`config.mk`:
```
export PLATFORM = sky130hd
export DESIGN_NAME = clock_set_ctrl
export DESIGN_NICKNAME = d
export VERILOG_FILES = /design/src/rtl/clock_set_ctrl.sv
export SDC_FILE = /design/constraint.sdc
export NUM_CORES = 1
export LEC_CHECK = 0
export CORE_MARGIN = 1.5
export CORE_UTILIZATION = 55
export CTS_CLUSTER_DIAMETER = 50
export CTS_CLUSTER_SIZE = 10
export DETAILED_ROUTE_END_ITERATION = 10
export PLACE_DENSITY = 0.91
export SETUP_SLACK_MARGIN = 0.15
export SYNTH_ARGS = -nofsm -noshare
export SYNTH_HDL_FRONTEND = slang
export SYNTH_SLANG_ARGS = --single-unit
```
`constraint.sdc`:
```
create_clock -name clk -period 3.79 [get_ports clk]
set_input_delay 0.379 -clock clk [delete_from_list [all_inputs] [get_ports clk]]
set_output_delay 0.379 -clock clk [all_outputs]
set_load 0.05 [all_outputs]
```
`src/rtl/clock_set_ctrl.sv`:
```
// Clock-of-day keeper with push-button time setting.
// Time is stored as six BCD digits; a four-state FSM selects which field btn_inc edits.
module clock_set_ctrl #(
  parameter int IDLE_TICKS = 30
) (
  input  logic       clk,
  input  logic       reset,
  input  logic       enable,
  input  logic       tick_1hz,
  input  logic       btn_mode,
  input  logic       btn_inc,
  output logic [3:0] hour1,
  output logic [3:0] hour0,
  output logic [3:0] min1,
  output logic [3:0] min0,
  output logic [3:0] sec1,
  output logic [3:0] sec0,
  output logic [2:0] edit_field,
  output logic       day_carry
);

  localparam int IW = (IDLE_TICKS < 32) ? 5 : $clog2(IDLE_TICKS + 1);
  localparam logic [IW-1:0] IDLE_LAST = IW'(IDLE_TICKS - 1);

  typedef enum logic [1:0] {
    RUN      = 2'd0,
    SET_HOUR = 2'd1,
    SET_MIN  = 2'd2,
    SET_SEC  = 2'd3
  } state_t;

  state_t        r_state;
  state_t        w_state_next;
  logic [IW-1:0] r_idle;
  logic [IW-1:0] w_idle_next;
  logic [2:0]    r_edit_field;
  logic          r_day_carry;

  logic [7:0] r_hour;
  logic [7:0] r_min;
  logic [7:0] r_sec;
  logic [7:0] w_hour_next;
  logic [7:0] w_min_next;
  logic [7:0] w_sec_next;

  logic w_run_tick;
  logic w_midnight;
  logic w_timeout;
  logic w_edit_inc;

  // {tens, units} increment for minutes/seconds, 59 wraps to 00.
  function automatic logic [7:0] inc_sexa(input logic [7:0] v);
    logic [7:0] r;
    r = v;
    if (v[3:0] == 4'd9) begin
      r[3:0] = 4'd0;
      r[7:4] = (v[7:4] == 4'd5) ? 4'd0 : v[7:4] + 4'd1;
    end else begin
      r[3:0] = v[3:0] + 4'd1;
    end
    return r;
  endfunction

  function automatic logic [7:0] inc_hour(input logic [7:0] v);
    logic [7:0] r;
    r = v;
    if (v == 8'h23) begin
      r = 8'h00;
    end else if (v[3:0] == 4'd9) begin
      r[3:0] = 4'd0;
      r[7:4] = v[7:4] + 4'd1;
    end else begin
      r[3:0] = v[3:0] + 4'd1;
    end
    return r;
  endfunction

  function automatic logic [2:0] field_of(input state_t s);
    logic [2:0] f;
    case (s)
      SET_HOUR: f = 3'b100;
      SET_MIN:  f = 3'b010;
      SET_SEC:  f = 3'b001;
      default:  f = 3'b000;
    endcase
    return f;
  endfunction

  assign w_run_tick = (r_state == RUN) && enable && tick_1hz;
  assign w_midnight = w_run_tick && (r_hour == 8'h23) && (r_min == 8'h59) && (r_sec == 8'h59);
  // btn_mode wins over btn_inc when both arrive together.
  assign w_edit_inc = btn_inc && !btn_mode;
  // The tick that would bring the idle count to IDLE_TICKS ends the edit session.
  assign w_timeout  = (r_state != RUN) && tick_1hz && !btn_inc && !btn_mode && (r_idle == IDLE_LAST);

  always_comb begin
    w_state_next = r_state;
    case (r_state)
      RUN: begin
        if (btn_mode) w_state_next = SET_HOUR;
      end
      SET_HOUR: begin
        if (btn_mode)       w_state_next = SET_MIN;
        else if (w_timeout) w_state_next = RUN;
      end
      SET_MIN: begin
        if (btn_mode)       w_state_next = SET_SEC;
        else if (w_timeout) w_state_next = RUN;
      end
      SET_SEC: begin
        if (btn_mode || w_timeout) w_state_next = RUN;
      end
      default: w_state_next = RUN;
    endcase
  end

  always_comb begin
    w_idle_next = r_idle;
    if ((r_state == RUN) || (w_state_next != r_state) || btn_mode || btn_inc) begin
      w_idle_next = '0;
    end else if (tick_1hz) begin
      w_idle_next = r_idle + IW'(1);
    end
  end

  always_comb begin
    w_hour_next = r_hour;
    w_min_next  = r_min;
    w_sec_next  = r_sec;
    if (w_run_tick) begin
      w_sec_next = inc_sexa(r_sec);
      if (r_sec == 8'h59) begin
        w_min_next = inc_sexa(r_min);
        if (r_min == 8'h59) w_hour_next = inc_hour(r_hour);
      end
    end else if (w_edit_inc) begin
      case (r_state)
        SET_HOUR: w_hour_next = inc_hour(r_hour);
        SET_MIN:  w_min_next  = inc_sexa(r_min);
        SET_SEC:  w_sec_next  = 8'h00;
        default:  ;
      endcase
    end
  end

  always_ff @(posedge clk or posedge reset) begin
    if (reset) begin
      r_state      <= RUN;
      r_idle       <= '0;
      r_edit_field <= 3'b000;
      r_day_carry  <= 1'b0;
      r_hour       <= 8'h00;
      r_min        <= 8'h00;
      r_sec        <= 8'h00;
    end else begin
      r_state      <= w_state_next;
      r_idle       <= w_idle_next;
      r_edit_field <= field_of(w_state_next);
      r_day_carry  <= w_midnight;
      r_hour       <= w_hour_next;
      r_min        <= w_min_next;
      r_sec        <= w_sec_next;
    end
  end

  assign hour1      = r_hour[7:4];
  assign hour0      = r_hour[3:0];
  assign min1       = r_min[7:4];
  assign min0       = r_min[3:0];
  assign sec1       = r_sec[7:4];
  assign sec0       = r_sec[3:0];
  assign edit_field = r_edit_field;
  assign day_carry  = r_day_carry;

endmodule

```
# ---- Yosys cells after proc, flatten, opt, wreduce, memory -nomap -nowiden
# Cells that the tools add are included.
dict set report word_totals {
  ff_bits 35
  input_bits 6
  out_inout_bits 28
  word_cells 91
}
dict set report classes {
  add_sub_neg 7
  eq_ne 19
  muxes 30
  reduce_logical 27
}
# cell count
set ops {}
lappend ops {{$mux 8} 13}
lappend ops {{$mux 4} 8}
lappend ops {{$add 4x1->4 const B} 6}
lappend ops {{$eq 8x7->1 const B} 2}
lappend ops {{$eq 4x4->1 const B} 3}
lappend ops {{$reduce_bool 2->1} 6}
lappend ops {{$logic_and 1x1->1} 10}
lappend ops {{$mux 2} 5}
lappend ops {{$mux 5} 2}
lappend ops {{$pmux 3 s3} 1}
lappend ops {{$eq 2x2->1 const B} 4}
lappend ops {{$eq 4x3->1 const B} 2}
lappend ops {{$eq 8x6->1 const B} 1}
lappend ops {{$pmux 2 s4} 1}
lappend ops {{$ne 2x1->1 const B} 3}
lappend ops {{$reduce_and 3->1} 2}
lappend ops {{$add 5x1->5 const B} 1}
lappend ops {{$eq 5x5->1 const B} 1}
lappend ops {{$eq 2x1->1 const B} 2}
lappend ops {{$logic_or 1x1->1} 4}
lappend ops {{$reduce_and 4->1} 1}
lappend ops {{$logic_not 1->1} 2}
lappend ops {{$logic_not 2->1} 1}
lappend ops {{$ne 2x2->1} 1}
lappend ops {{$reduce_and 2->1} 1}

# ---- Longest topological paths before layout
dict set report logic_depth {
  depth_word 13
  mapped_depth 7
  ltp_nobuf 6
}

# ---- Worst setup path after synthesis
# No wires, ideal clock.
dict set report synth_path {
  path_kind {flip-flop to flip-flop}
  start {reg r_sec[1]}
  end {reg r_min[1]}
  setup_time_ps 125
  t_arrival_ps 1983
  required_ps 3665
  slack_ps 1682
  path_stages_with_launch 8
  n_path_buf 1
  synth_period_minus_slack_ps 2108
  path_cell_list {dfrtp_1 > inv_1 > ha_1 > and3b_1 > buf_2 > a31oi_4 > nand2b_1 > mux2_2}
}
dict set report synth_between {
  elab_chain_cells 3
}
# item line
set synth_rtl {}
lappend synth_rtl {{start, declared} 41} ;# logic [7:0] r_sec;
lappend synth_rtl {{start signal, assigned} 162} ;# r_sec <= w_sec_next;
lappend synth_rtl {{$eq 8x7->1} 132} ;# if (r_sec == 8'h59) begin
lappend synth_rtl {{$ne 2x1->1 (no line)} -}
lappend synth_rtl {{$reduce_and 3->1 (no line)} -}
lappend synth_rtl {{end signal, assigned} 161} ;# r_min <= w_min_next;
lappend synth_rtl {{end, declared} 40} ;# logic [7:0] r_min;
# No other way between the ends.
# A chain may end at the register's enable or synchronous reset.

# ---- Final worst setup path
dict set report layout_path {
  start {in tick_1hz}
  end {reg r_hour[4]}
}
dict set report layout_between {
  elab_chain_cells 3
  word_cells_on_any_way 7
  classes_between {eq/ne: 2; mux: 1; reduce/logical: 4}
}
# item line
set layout_rtl {}
lappend layout_rtl {{start, declared} 9} ;# input logic tick_1hz,
lappend layout_rtl {{$logic_and 1x1->1 (*)} 89} ;# assign w_run_tick = (r_state == RUN) && enable && tick_1hz;
lappend layout_rtl {{$ne 2x1->1 (no line) or $reduce_bool 2->1 (tied branches)} -}
lappend layout_rtl {{$reduce_and 4->1 (no line)} -}
lappend layout_rtl {{end signal, assigned} 160} ;# r_hour <= w_hour_next;
lappend layout_rtl {{end, declared} 39} ;# logic [7:0] r_hour;
# Mark *: on every way between the ends. The rest lies on a longest branch, timed or not.

==> impl_metrics.tcl <==
set metrics [dict create \
    drv_cap 0 \
    cts_tree "built" \
    synth-edff-count 0 \
    ff2ff_path_depth 4 \
    slowest_delay_ps 650 \
    die_width_microns 62.67 \
    crit_cells 5 \
    startpoint "tick_1hz" \
    finalHoldViolations 0 \
    overflow 0 \
    clock-sinks 35 \
    drive_above_1_share_pct 9.292 \
    p_int_w 0.0008099 \
    row_count 21 \
    fin_nets 241 \
    leakagePower_nw 1.024 \
    crit_family "simple AND/OR/NAND/NOR gates" \
    start_kind "input pin" \
    diodes 0 \
    r2r-end "r_hour[4]" \
    clk_path_buf_depth 2 \
    status "completed" \
    fin_crit_sh_pct 56.02 \
    p_per_area_mw_per_mm2 597.3 \
    antenna_found_initial 0 \
    synth_ff_type "dfrtp_1" \
    grt_pass1_wl_microns 6810 \
    vias_per_cell 5.688 \
    yosysSeqAreaShare_pct 44.73 \
    clk_latency_ps 350 \
    sequentialPowerShare_pct 38.5 \
    worstPathMaxFanout 10 \
    route.detailed.wl_per_inst_microns 14.30 \
    p_sw_w 0.0006237 \
    synth.avg_cell_area_sq_um 10.31 \
    critPathArrivalTime_ps 2390 \
    dr.first_iter.drc_count 77 \
    hp-class "in2async" \
    ys_seq_elements 35 \
    io_pins 34 \
    drc 0 \
    slew_viol_final 0 \
    antenna_left 0 \
    netlist_area_sq_mm 0.001958 \
    synth.most_common_cell "dfrtp_1" \
    fin_worst_skew_ps 7.721 \
    start_util_pct 58.22 \
    slew_headroom_pct 53.62 \
    endpoint_kind "flip-flop" \
    cts.clk_slew.worst_paths_ps 110 \
    layout_setup_ws_ps 1667 \
    grt.total_usage_pct 22.11 \
    root_buffer "clkbuf_4" \
    ys_top_cells_by_area "dfrtp_1, ha_1, o31ai_1, o21ai_0, xor2_1" \
    vias 1547 \
    synth_common_cells "dfrtp_1, o21ai_0, inv_1, nand2_1, nor2_1" \
    swShare_pct 43.51 \
    hold_buffers 0 \
    post-cts-setup-buffers 0 \
    finalSetupTns_ps 0 \
    grt_pass1_vias 1543 \
    cp_data_required_time_ps 4060 \
    grt_max_degree 36 \
    combPwrFrac_pct 41.6 \
    dieHeight_microns 62.67 \
    ys_types 46 \
    ir_worst_vdd_uv 311.2 \
    critPathBufInv 1 \
    cts_buffers 5 \
    reg2reg_from "r_state[0]" \
    cts_resized 0 \
    finalCriticalPeriod_ps 2123 \
    place_worst_setup_slack_ps 1310 \
    synth_top_area_share_pct 44.73 \
    utilization_pct 71.35 \
    syn_to_final_growth_pct 22.56 \
    tightest_slew_ps 686.6 \
    rsz0062_at_grt "no" \
    synthArstFlopShare_pct 100.0 \
    setup_violations 0 \
    drt_pass1_iterations 4 \
    core_area_sq_mm 0.003363 \
    h-tree-depth 2 \
    syn-num-nets 206 \
    yosys.area.top_type "dfrtp_1" \
    netlist_instances 190 \
    cp_slowest_cell "clkdlybuf4s50_1" \
    gp_congestion 0.8002 \
    place_hpwl_microns 2823 \
    synth_warnings 0 \
    die_area_sq_mm 0.003927 \
    io_buffers 33 \
    crit_type "in2reg" \
    max_freq_mhz 471.0 \
    crit_path_end "r_hour[4]" \
    drt_wl_total_microns 3889 \
    pwr-share-clk_pct 19.9 \
    r2r_slack_ps 1810 \
    path_cells "clkdlybuf4s50_1, and4bb_1, a41oi_4, or4_1, o21ai_0" \
]
==> worst min-delay path, stage by stage <==
cell and delay (ps):
clkdlybuf4s50_1 400, inv_1 50, buf_4 370
==> area by class of cell <==
type                            instances  area (sq um)
Multi-Input combinational cell        135         989.7
Fill cell                             268         963.4
Sequential cell                        35         875.8
Clock inverter                          2         35.03
Clock buffer                            6         51.30
Tap cell                               46         57.56
Timing Repair Buffer                   34         337.8
Inverter                               14         52.55
==> placed cells by master, fill, tap and decap left out, types with 2 or more instances in the layout <==
cell	n
a21o_1	3
a21oi_1	3
and2_1	2
and3b_1	3
and4bb_2	3
clkbuf_4	5
clkdlybuf4s50_1	33
dfrtp_1	35
ha_1	10
inv_1	14
mux2_2	2
nand2_1	14
nand3_1	5
nand3b_1	2
nand4_1	4
nor2_1	12
nor2b_1	3
nor3_1	6
nor4_1	3
o21ai_0	15
o31ai_1	11
o41ai_1	2
or2b_1	2
xnor2_1	3
xor2_1	7
==> registers in the layout (all words and copies together), names as in the netlist <==
signal,cells
r_hour,8
edit_field,3
r_idle,5
r_state,2
r_min,8
day_carry,1
r_sec,8
==> logic make-up (layout without fill, tap and decap cells) <==
logic type      after synthesis  after routing  share of synthesized area [%]
simple gates                 69             69                          21.34
compound gates               44             44                          17.19
flops                        35             35                          44.73
buf+inv                      20             56                          4.728
fa+ha+maj                    10             10                          6.390
xor+xnor                     10             10                          4.473
mux                           2              2                          1.150
==> metrics by stage <==
step / cells / cell area, sq um / hold slack [ps] / power (W)
global route: 272 / 2400 / 461.1 / 0.001518
global placement: 264 / 2313 / 488.2 / 0.001139
finish: 272 / 2400 / 420.0 / 0.001434
detailed placement: 264 / 2313 / 492.7 / 0.001155
floorplan: 190 / 1958 / 478.5 / 0.0009618
CTS: 272 / 2400 / 438.8 / 0.001443
==> per-layer routing <==
layer	GRT usage [%]	vias up	share of wire (%)
li1	-	758	-
met1	27.09	742	46
met4	10.00	0	1.6
met5	0	-	0
met3	5.225	6	4.2
met2	37.10	41	48
==> how the worst min path moves through the flow <==
| stage | start | end | slack [ps] | cells past startpoint |
|---|---|---|---|---|
| after floorplan | btn_mode | edit_field[1] | 480 | 1 |
| after global placement | r_hour[7] | r_hour[7] | 490 | 1 |
| after detailed placement | r_hour[7] | r_hour[7] | 490 | 1 |
| after CTS | reset | r_idle[1] | 440 | 3 |
| after global routing | reset | r_hour[1] | 460 | 3 |
| final | reset | r_hour[3] | 420 | 3 |
==> power groups by stage <==
stage | Clock [W] | Sequential (W) | Combinational (W)
after global routing | 0.000313 | 0.000567 | 0.000639
after CTS | 0.000290 | 0.000551 | 0.000602
after global placement | 0 | 0.000555 | 0.000584
final | 0.000285 | 0.000551 | 0.000597
after floorplan | 0 | 0.000765 | 0.000197
after detailed placement | 0 | 0.000556 | 0.000599
Power figures use the tool's default switching activity.
